<file path="src/rtl/tx_module.sv">
// tx_module: UART transmitter with 16x oversampling.
// Frame layout: start bit (0), 5..8 data bits LSB first, optional even
// parity bit, then 1..4 stop bits (1). Each bit lasts 16 baud_en_i ticks.
// Optional feature: define UART_TX_HOLD_REG_EN to add a one-entry hold
// register. With it, a second character can be queued while a frame is
// being sent, and frames then run back to back. The default build has no
// hold logic.
module tx_module #(
  parameter int MAX_UART_DATA_W  = 8,
  parameter int TOTAL_CONF_WIDTH = 5
) (
  input  logic                        clk_i,
  input  logic                        rst_ni,
  input  logic                        baud_en_i,
  input  logic                        tx_en_i,
  input  logic [TOTAL_CONF_WIDTH-1:0] tx_conf_i,
  input  logic                        tx_start_i,
  input  logic [MAX_UART_DATA_W-1:0]  tx_data_i,
  output logic                        tx_ready_o,
  output logic                        tx_busy_o,
  output logic                        tx_done_o,
  output logic                        uart_tx_o
);

  // Wide enough to hold the index of the last data bit (up to MAX-1).
  localparam int BIT_CNT_W = $clog2(MAX_UART_DATA_W + 1);

  typedef enum logic [2:0] {
    ST_RESET  = 3'd0,
    ST_IDLE   = 3'd1,
    ST_START  = 3'd2,
    ST_DATA   = 3'd3,
    ST_PARITY = 3'd4,
    ST_STOP   = 3'd5,
    ST_DONE   = 3'd6
  } state_t;

  state_t                      state;
  logic [3:0]                  sample_cnt;
  logic [BIT_CNT_W-1:0]        bit_cnt;
  logic [1:0]                  stop_cnt;
  logic [MAX_UART_DATA_W-1:0]  shift_reg;
  logic [TOTAL_CONF_WIDTH-1:0] conf_reg;
  logic                        pending;
  logic                        parity_acc;
  logic                        uart_tx;
  logic                        busy;
  logic                        done;

  logic                        ready;
  logic                        accept;
  logic                        load_direct;
  logic                        last_sample;
  logic [BIT_CNT_W-1:0]        last_bit;
  logic [1:0]                  last_stop;
  logic                        parity_en;

`ifdef UART_TX_HOLD_REG_EN
  logic [MAX_UART_DATA_W-1:0]  hold_data;
  logic [TOTAL_CONF_WIDTH-1:0] hold_conf;
  logic                        hold_vld;
  logic                        load_hold;
  logic                        hold_take;
`endif

  // Decoded fields of the configuration latched for the current frame.
  assign last_bit    = BIT_CNT_W'(conf_reg[4:3]) + BIT_CNT_W'(4);
  assign last_stop   = conf_reg[2:1];
  assign parity_en   = conf_reg[0];
  assign last_sample = (sample_cnt == 4'd15);

`ifdef UART_TX_HOLD_REG_EN
  // The hold entry accepts whenever it is empty, even mid-frame. A request
  // seen in Idle with nothing pending goes straight to the shift register.
  assign ready       = tx_en_i && !hold_vld;
  assign accept      = tx_start_i && ready;
  assign load_direct = accept && (state == ST_IDLE) && !pending;
  assign load_hold   = accept && !load_direct;
  // The hold entry is drained into the shift register either in Idle (when
  // nothing is pending) or at the end of the Done tick for back-to-back frames.
  assign hold_take   = hold_vld &&
                       (((state == ST_IDLE) && !pending) ||
                        (baud_en_i && (state == ST_DONE)));
`else
  // Ready depends on tx_en_i directly so that a request is refused the same
  // cycle the enable drops.
  assign ready       = tx_en_i && (state == ST_IDLE) && !pending;
  assign accept      = tx_start_i && ready;
  assign load_direct = accept;
`endif

`ifdef UART_TX_HOLD_REG_EN
  // One-entry hold register: filled on acceptance, emptied when consumed.
  always_ff @(posedge clk_i or negedge rst_ni) begin
    if (!rst_ni) begin
      hold_vld  <= 1'b0;
      hold_data <= '0;
      hold_conf <= '0;
    end else if (load_hold) begin
      hold_vld  <= 1'b1;
      hold_data <= tx_data_i;
      hold_conf <= tx_conf_i;
    end else if (hold_take) begin
      hold_vld  <= 1'b0;
    end
  end
`endif

  // Transmit FSM: request latching, bit sequencing and registered outputs.
  always_ff @(posedge clk_i or negedge rst_ni) begin
    if (!rst_ni) begin
      state      <= ST_RESET;
      sample_cnt <= 4'd0;
      bit_cnt    <= '0;
      stop_cnt   <= 2'd0;
      shift_reg  <= '0;
      conf_reg   <= '0;
      pending    <= 1'b0;
      parity_acc <= 1'b0;
      uart_tx    <= 1'b1;
      busy       <= 1'b0;
      done       <= 1'b0;
    end else begin
      done <= 1'b0;

      // Request acceptance is not tied to the baud tick.
      if (load_direct) begin
        shift_reg <= tx_data_i;
        conf_reg  <= tx_conf_i;
        pending   <= 1'b1;
      end
`ifdef UART_TX_HOLD_REG_EN
      else if (hold_take && (state == ST_IDLE)) begin
        shift_reg <= hold_data;
        conf_reg  <= hold_conf;
        pending   <= 1'b1;
      end
`endif

      if (baud_en_i) begin
        case (state)
          ST_RESET: begin
            uart_tx <= 1'b1;
            if (tx_en_i) state <= ST_IDLE;
          end

          ST_IDLE: begin
            uart_tx <= 1'b1;
            if (pending) begin
              state      <= ST_START;
              pending    <= 1'b0;
              sample_cnt <= 4'd0;
              parity_acc <= 1'b0;
              uart_tx    <= 1'b0;
            end else if (!tx_en_i) begin
              state <= ST_RESET;
            end
          end

          ST_START: begin
            sample_cnt <= sample_cnt + 4'd1;
            if (last_sample) begin
              state      <= ST_DATA;
              bit_cnt    <= '0;
              uart_tx    <= shift_reg[0];
              parity_acc <= parity_acc ^ shift_reg[0];
              shift_reg  <= shift_reg >> 1;
            end
          end

          // Parity accumulates only the bits actually sent, so unused high
          // bits of the character never influence it.
          ST_DATA: begin
            sample_cnt <= sample_cnt + 4'd1;
            if (last_sample) begin
              if (bit_cnt == last_bit) begin
                if (parity_en) begin
                  state   <= ST_PARITY;
                  uart_tx <= parity_acc;
                end else begin
                  state    <= ST_STOP;
                  stop_cnt <= 2'd0;
                  uart_tx  <= 1'b1;
                end
              end else begin
                bit_cnt    <= bit_cnt + BIT_CNT_W'(1);
                uart_tx    <= shift_reg[0];
                parity_acc <= parity_acc ^ shift_reg[0];
                shift_reg  <= shift_reg >> 1;
              end
            end
          end

          ST_PARITY: begin
            sample_cnt <= sample_cnt + 4'd1;
            if (last_sample) begin
              state    <= ST_STOP;
              stop_cnt <= 2'd0;
              uart_tx  <= 1'b1;
            end
          end

          ST_STOP: begin
            sample_cnt <= sample_cnt + 4'd1;
            uart_tx    <= 1'b1;
            if (last_sample) begin
              if (stop_cnt == last_stop) begin
                state <= ST_DONE;
                done  <= 1'b1;
`ifdef UART_TX_HOLD_REG_EN
                busy  <= hold_vld;
`else
                busy  <= 1'b0;
`endif
              end else begin
                stop_cnt <= stop_cnt + 2'd1;
              end
            end
          end

          ST_DONE: begin
            uart_tx <= 1'b1;
`ifdef UART_TX_HOLD_REG_EN
            if (hold_vld) begin
              state      <= ST_START;
              shift_reg  <= hold_data;
              conf_reg   <= hold_conf;
              sample_cnt <= 4'd0;
              parity_acc <= 1'b0;
              uart_tx    <= 1'b0;
            end else if (tx_en_i) begin
              state <= ST_IDLE;
            end else begin
              state <= ST_RESET;
            end
`else
            if (tx_en_i) state <= ST_IDLE;
            else         state <= ST_RESET;
`endif
          end

          default: begin
            state   <= ST_RESET;
            uart_tx <= 1'b1;
          end
        endcase
      end

      // Acceptance wins over the busy release on entry to Done.
      if (accept) busy <= 1'b1;
    end
  end

  assign tx_ready_o = ready;
  assign tx_busy_o  = busy;
  assign tx_done_o  = done;
  assign uart_tx_o  = uart_tx;

endmodule

</file>
<file path="config.mk">
export PLATFORM = sky130hd
export DESIGN_NAME = tx_module
export DESIGN_NICKNAME = d
export VERILOG_FILES = /design/src/rtl/tx_module.sv
export SDC_FILE = /design/constraint.sdc
export NUM_CORES = 1
export LEC_CHECK = 0
export ABC_CLOCK_PERIOD_IN_PS = 3800
export BUFFER_PORTS_ARGS = -buffer_cell sky130_fd_sc_hd__buf_2
export CORE_MARGIN = 2
export CORE_UTILIZATION = 50
export CTS_CLUSTER_SIZE = 12
export DETAILED_ROUTE_END_ITERATION = 12
export PLACE_DENSITY = 0.76
export SETUP_SLACK_MARGIN = 0.3
export SYNTH_ARGS = -nofsm -noshare
export SYNTH_HDL_FRONTEND = slang
export SYNTH_SLANG_ARGS = --single-unit
</file>
<file path="constraint.sdc">
create_clock -name clk_i -period 3.8 [get_ports clk_i]
set_clock_uncertainty 0.2 [all_clocks]
set_input_delay 0.19 -clock clk_i [delete_from_list [all_inputs] [get_ports clk_i]]
set_output_delay 0.19 -clock clk_i [all_outputs]
set_load 0.01 [all_outputs]
</file>
==> results.md <==
* Post-synth cell types at 42
* Most used flip-flop cell after synthesis: dfrtp_1
* GRT busiest layer: met2
* Critical-path maximum fanout at 12
* Via count at 1,497
* Worst skew pair latency at 340 ps
* Max reg flops at 8
* Synth Cell Area at 1740 um2
* DRC at 0
* Hold Path Depth at 3
* Max-cap violations at 0
* Post-Syn Area per Cell at 9.68 um2
* Initial core utilization at 0.522
* First-pass GRT wire length at 6.78 mm
* R2R setup slack at 1560 ps
* Final worst path period share at 0.590
* First DRT Iteration DRCs at 113
* Post-synthesis sequential area ratio at 0.446
* Avg Vias per Cell at 5.67
* Worst Setup SP: state[2]
* Layout cell share with drive strength beyond 1 at 0.179
* Worst hold path class: in2reg
* Largest net degree at the start of global routing at 32
* Critical path arrival at 1850 ps
* Endpoints failing hold at 0
* Met2 Resource Use GR at 0.379
* Maximum VDD drop at 0.000363 V
* Antenna Cells at 0
* Routed Antenna Nets at 0
* Final instance area at 2060 um2
* Mapped Nets at 202
* Status: completed
* CP Class: reg2out
* Clock Pin Slew Worst Setup and Hold Paths at 100 ps
* Crit. End Element: output port
* Port bufs at 21
* WL/cell at 14.9 um
* GRT Total Usage at 0.220
* P per Cell Area at 646 nW/um2
* CP peak stage delay at 550 ps
* Initial antenna violation count at 0
* Post-route setup TNS at 0 ps
* Critical Path RT at 3410 ps
* Dpl hpwl at 2.78 mm
* Final GP Congestion at 0.944
* Setup crit start kind: flop
* Syn Inst Count at 180
* CORE AREA at 3340 um2
* Worst-Margin Slew at 682 ps
* Die Wd at 63.0 um
* # clock sinks at 31
* YS warnings at 0
* Placed Instance Area at 1860 um2
* EDFF count, synth at 0
* Met3 track demand over resource at 0.0595
* Max-slew headroom at the worst pin at 0.545
* M1 GR Usage at 0.257
* Max Clock Freq at 0.446 GHz
* Number of global-route vias before repair at 1,522
* Root Buffer: clkbuf_4
* CTS buffer count at 5
* Row count at 21
* Longest Clk Path Bufs at 2
* FFs w/ async S/R, synth at 1.00
* P_leak at 0.960 nW
* Slowest CP cell: or3b_1
* P&R area growth vs syn at 18.3%
* Post-CTS sizing at 0
* RSZ-0062 raised after global routing: no
* CTS HTree Levels at 2
* HP Start: tx_start_i
* Post-Route WL at 3.95 mm
* I/O pin total at 22
* Die H at 63.0 um
* TritonRoute pass-1 iters at 4
* #FFs+latches synth at 31
* Reg-to-Reg Start: state[2]
* Crit path time final at 2240 ps
* Net count, final at 239
* Total gr overflow at 0
* CTS tree: done
* Final setup viols at 0
* R2R depth at 4
* FF-to-FF End: sample_cnt[0]
* Max Slew Vio Count at 0
* Hold Path End: pending
* Total Die Area at 3970 um2
* Cells along the critical path: or3b_1 > nor3b_4 > buf_2
[layer usage]
layer / share of wire / vias to the layer above
met1: 0.41 / 728
li1: - / 713
met2: 0.51 / 52
met3: 0.059 / 4
met4: 0.016 / 0
met5: 0 / -
[cell usage after synthesis, drive strengths merged (2+ instances only)]
master	n	area, um2
nand3	7	35.0
nor4	2	12.5
mux2i	13	130
a21oi	8	40.0
nor3b	3	33.8
or3b	2	17.5
a31oi	3	18.8
xnor2	4	35.0
mux2	7	78.8
a21o	2	16.3
inv	8	30.0
nor3	5	36.3
nand2	23	93.8
buf	5	40.0
and4	2	17.5
o21ai	19	95.1
a22o	2	17.5
o31ai	2	15.0
nor2	14	52.6
ha	4	50.1
dfrtp	30	751
nor2b	2	12.5
[power breakdown]
| part | leakage (nW) | internal (mW) | switching (mW) |
|---|---|---|---|
| Combinational | 0.552 | 0.255 | 0.295 |
| Sequential | 0.378 | 0.458 | 0.139 |
| Clock | 0.0293 | 0.0720 | 0.113 |
[kinds of logic (layout without fill, tap and decap cells)]
family          after synthesis  in the layout  share of synthesized area
compound gates               41             41                      0.141
mux                          20             20                      0.120
buf+inv                      14             52                     0.0424
fa+ha+maj                     4              4                     0.0287
flops                        31             31                      0.446
xor+xnor                      4              4                     0.0201
simple gates                 66             66                      0.202
[worst max-delay path: cells and delay by family, from the launching register on]
kind,cells,cell delay [ps]
flops,1,530
simple gates,2,820
buf+inv,1,170
[layout by cell type (no fill, tap or decap), drive strengths merged]
| cell type | count |
|---|---|
| and4 | 2 |
| nor3 | 5 |
| inv | 8 |
| mux2 | 7 |
| o31ai | 2 |
| o41ai | 1 |
| nand3b | 1 |
| nor2 | 14 |
| a21o | 2 |
| buf | 21 |
| o21ai | 19 |
| ha | 4 |
| dfrtp | 30 |
| or4 | 1 |
| nor2b | 2 |
| nand2b | 1 |
| o211ai | 1 |
| or3b | 2 |
| dlygate4sd3 | 15 |
| nor3b | 3 |
| nor4 | 2 |
| dfstp | 1 |
| xnor2 | 4 |
| a21oi | 8 |
| mux2i | 13 |
| nand2 | 23 |
| clkbuf | 7 |
| a31oi | 3 |
| nand3 | 7 |
| clkinv | 1 |
| nand4 | 1 |
| a311o | 1 |
| a22o | 2 |
| and3 | 1 |
| and2b | 1 |
| o2bb2ai | 1 |
| o21a | 1 |
[layout make-up]
cell class	count	area [um2]
fill	293	1270
inverter	8	30.0
clock inverter	1	5.00
tap	46	57.6
sequential	31	777
multi-input combinational	135	892
clock buffer	7	45.0
timing repair buffer	36	255
[timing repair]
item | CTS | global route
setup buffers | 0 | 0
endpoints found under the setup margin | 0 | 0
hold buffers | 15 | 0
endpoints found under the hold margin | 44 | 0
[per-stage QoR]
stage                     power [mW]  instances  utilization  hold WS [ps]  setup WS (ps)
after floorplan                 1.01        180            -          -306           1840
after global routing            1.44        264        0.618          40.2           1390
after CTS                       1.33        264        0.618          26.4           1530
after global placement          1.10        241        0.558          60.5           1700
final                           1.33        264        0.618          25.3           1560
after detailed placement        1.14        241        0.558          78.4           1610
[how the worst max path moves through the flow]
stage / endpoint / slack [ps] / cells past startpoint
2_1_floorplan: shift_reg[0] / 1840 / 7
3_3_place_gp: conf_reg[1] / 1700 / 4
3_5_place_dp: sample_cnt[0] / 1610 / 4
4_1_cts: tx_ready_o / 1530 / 3
5_1_grt: bit_cnt[2] / 1390 / 7
6_report: tx_ready_o / 1560 / 3
Power figures use the tool's default switching activity.
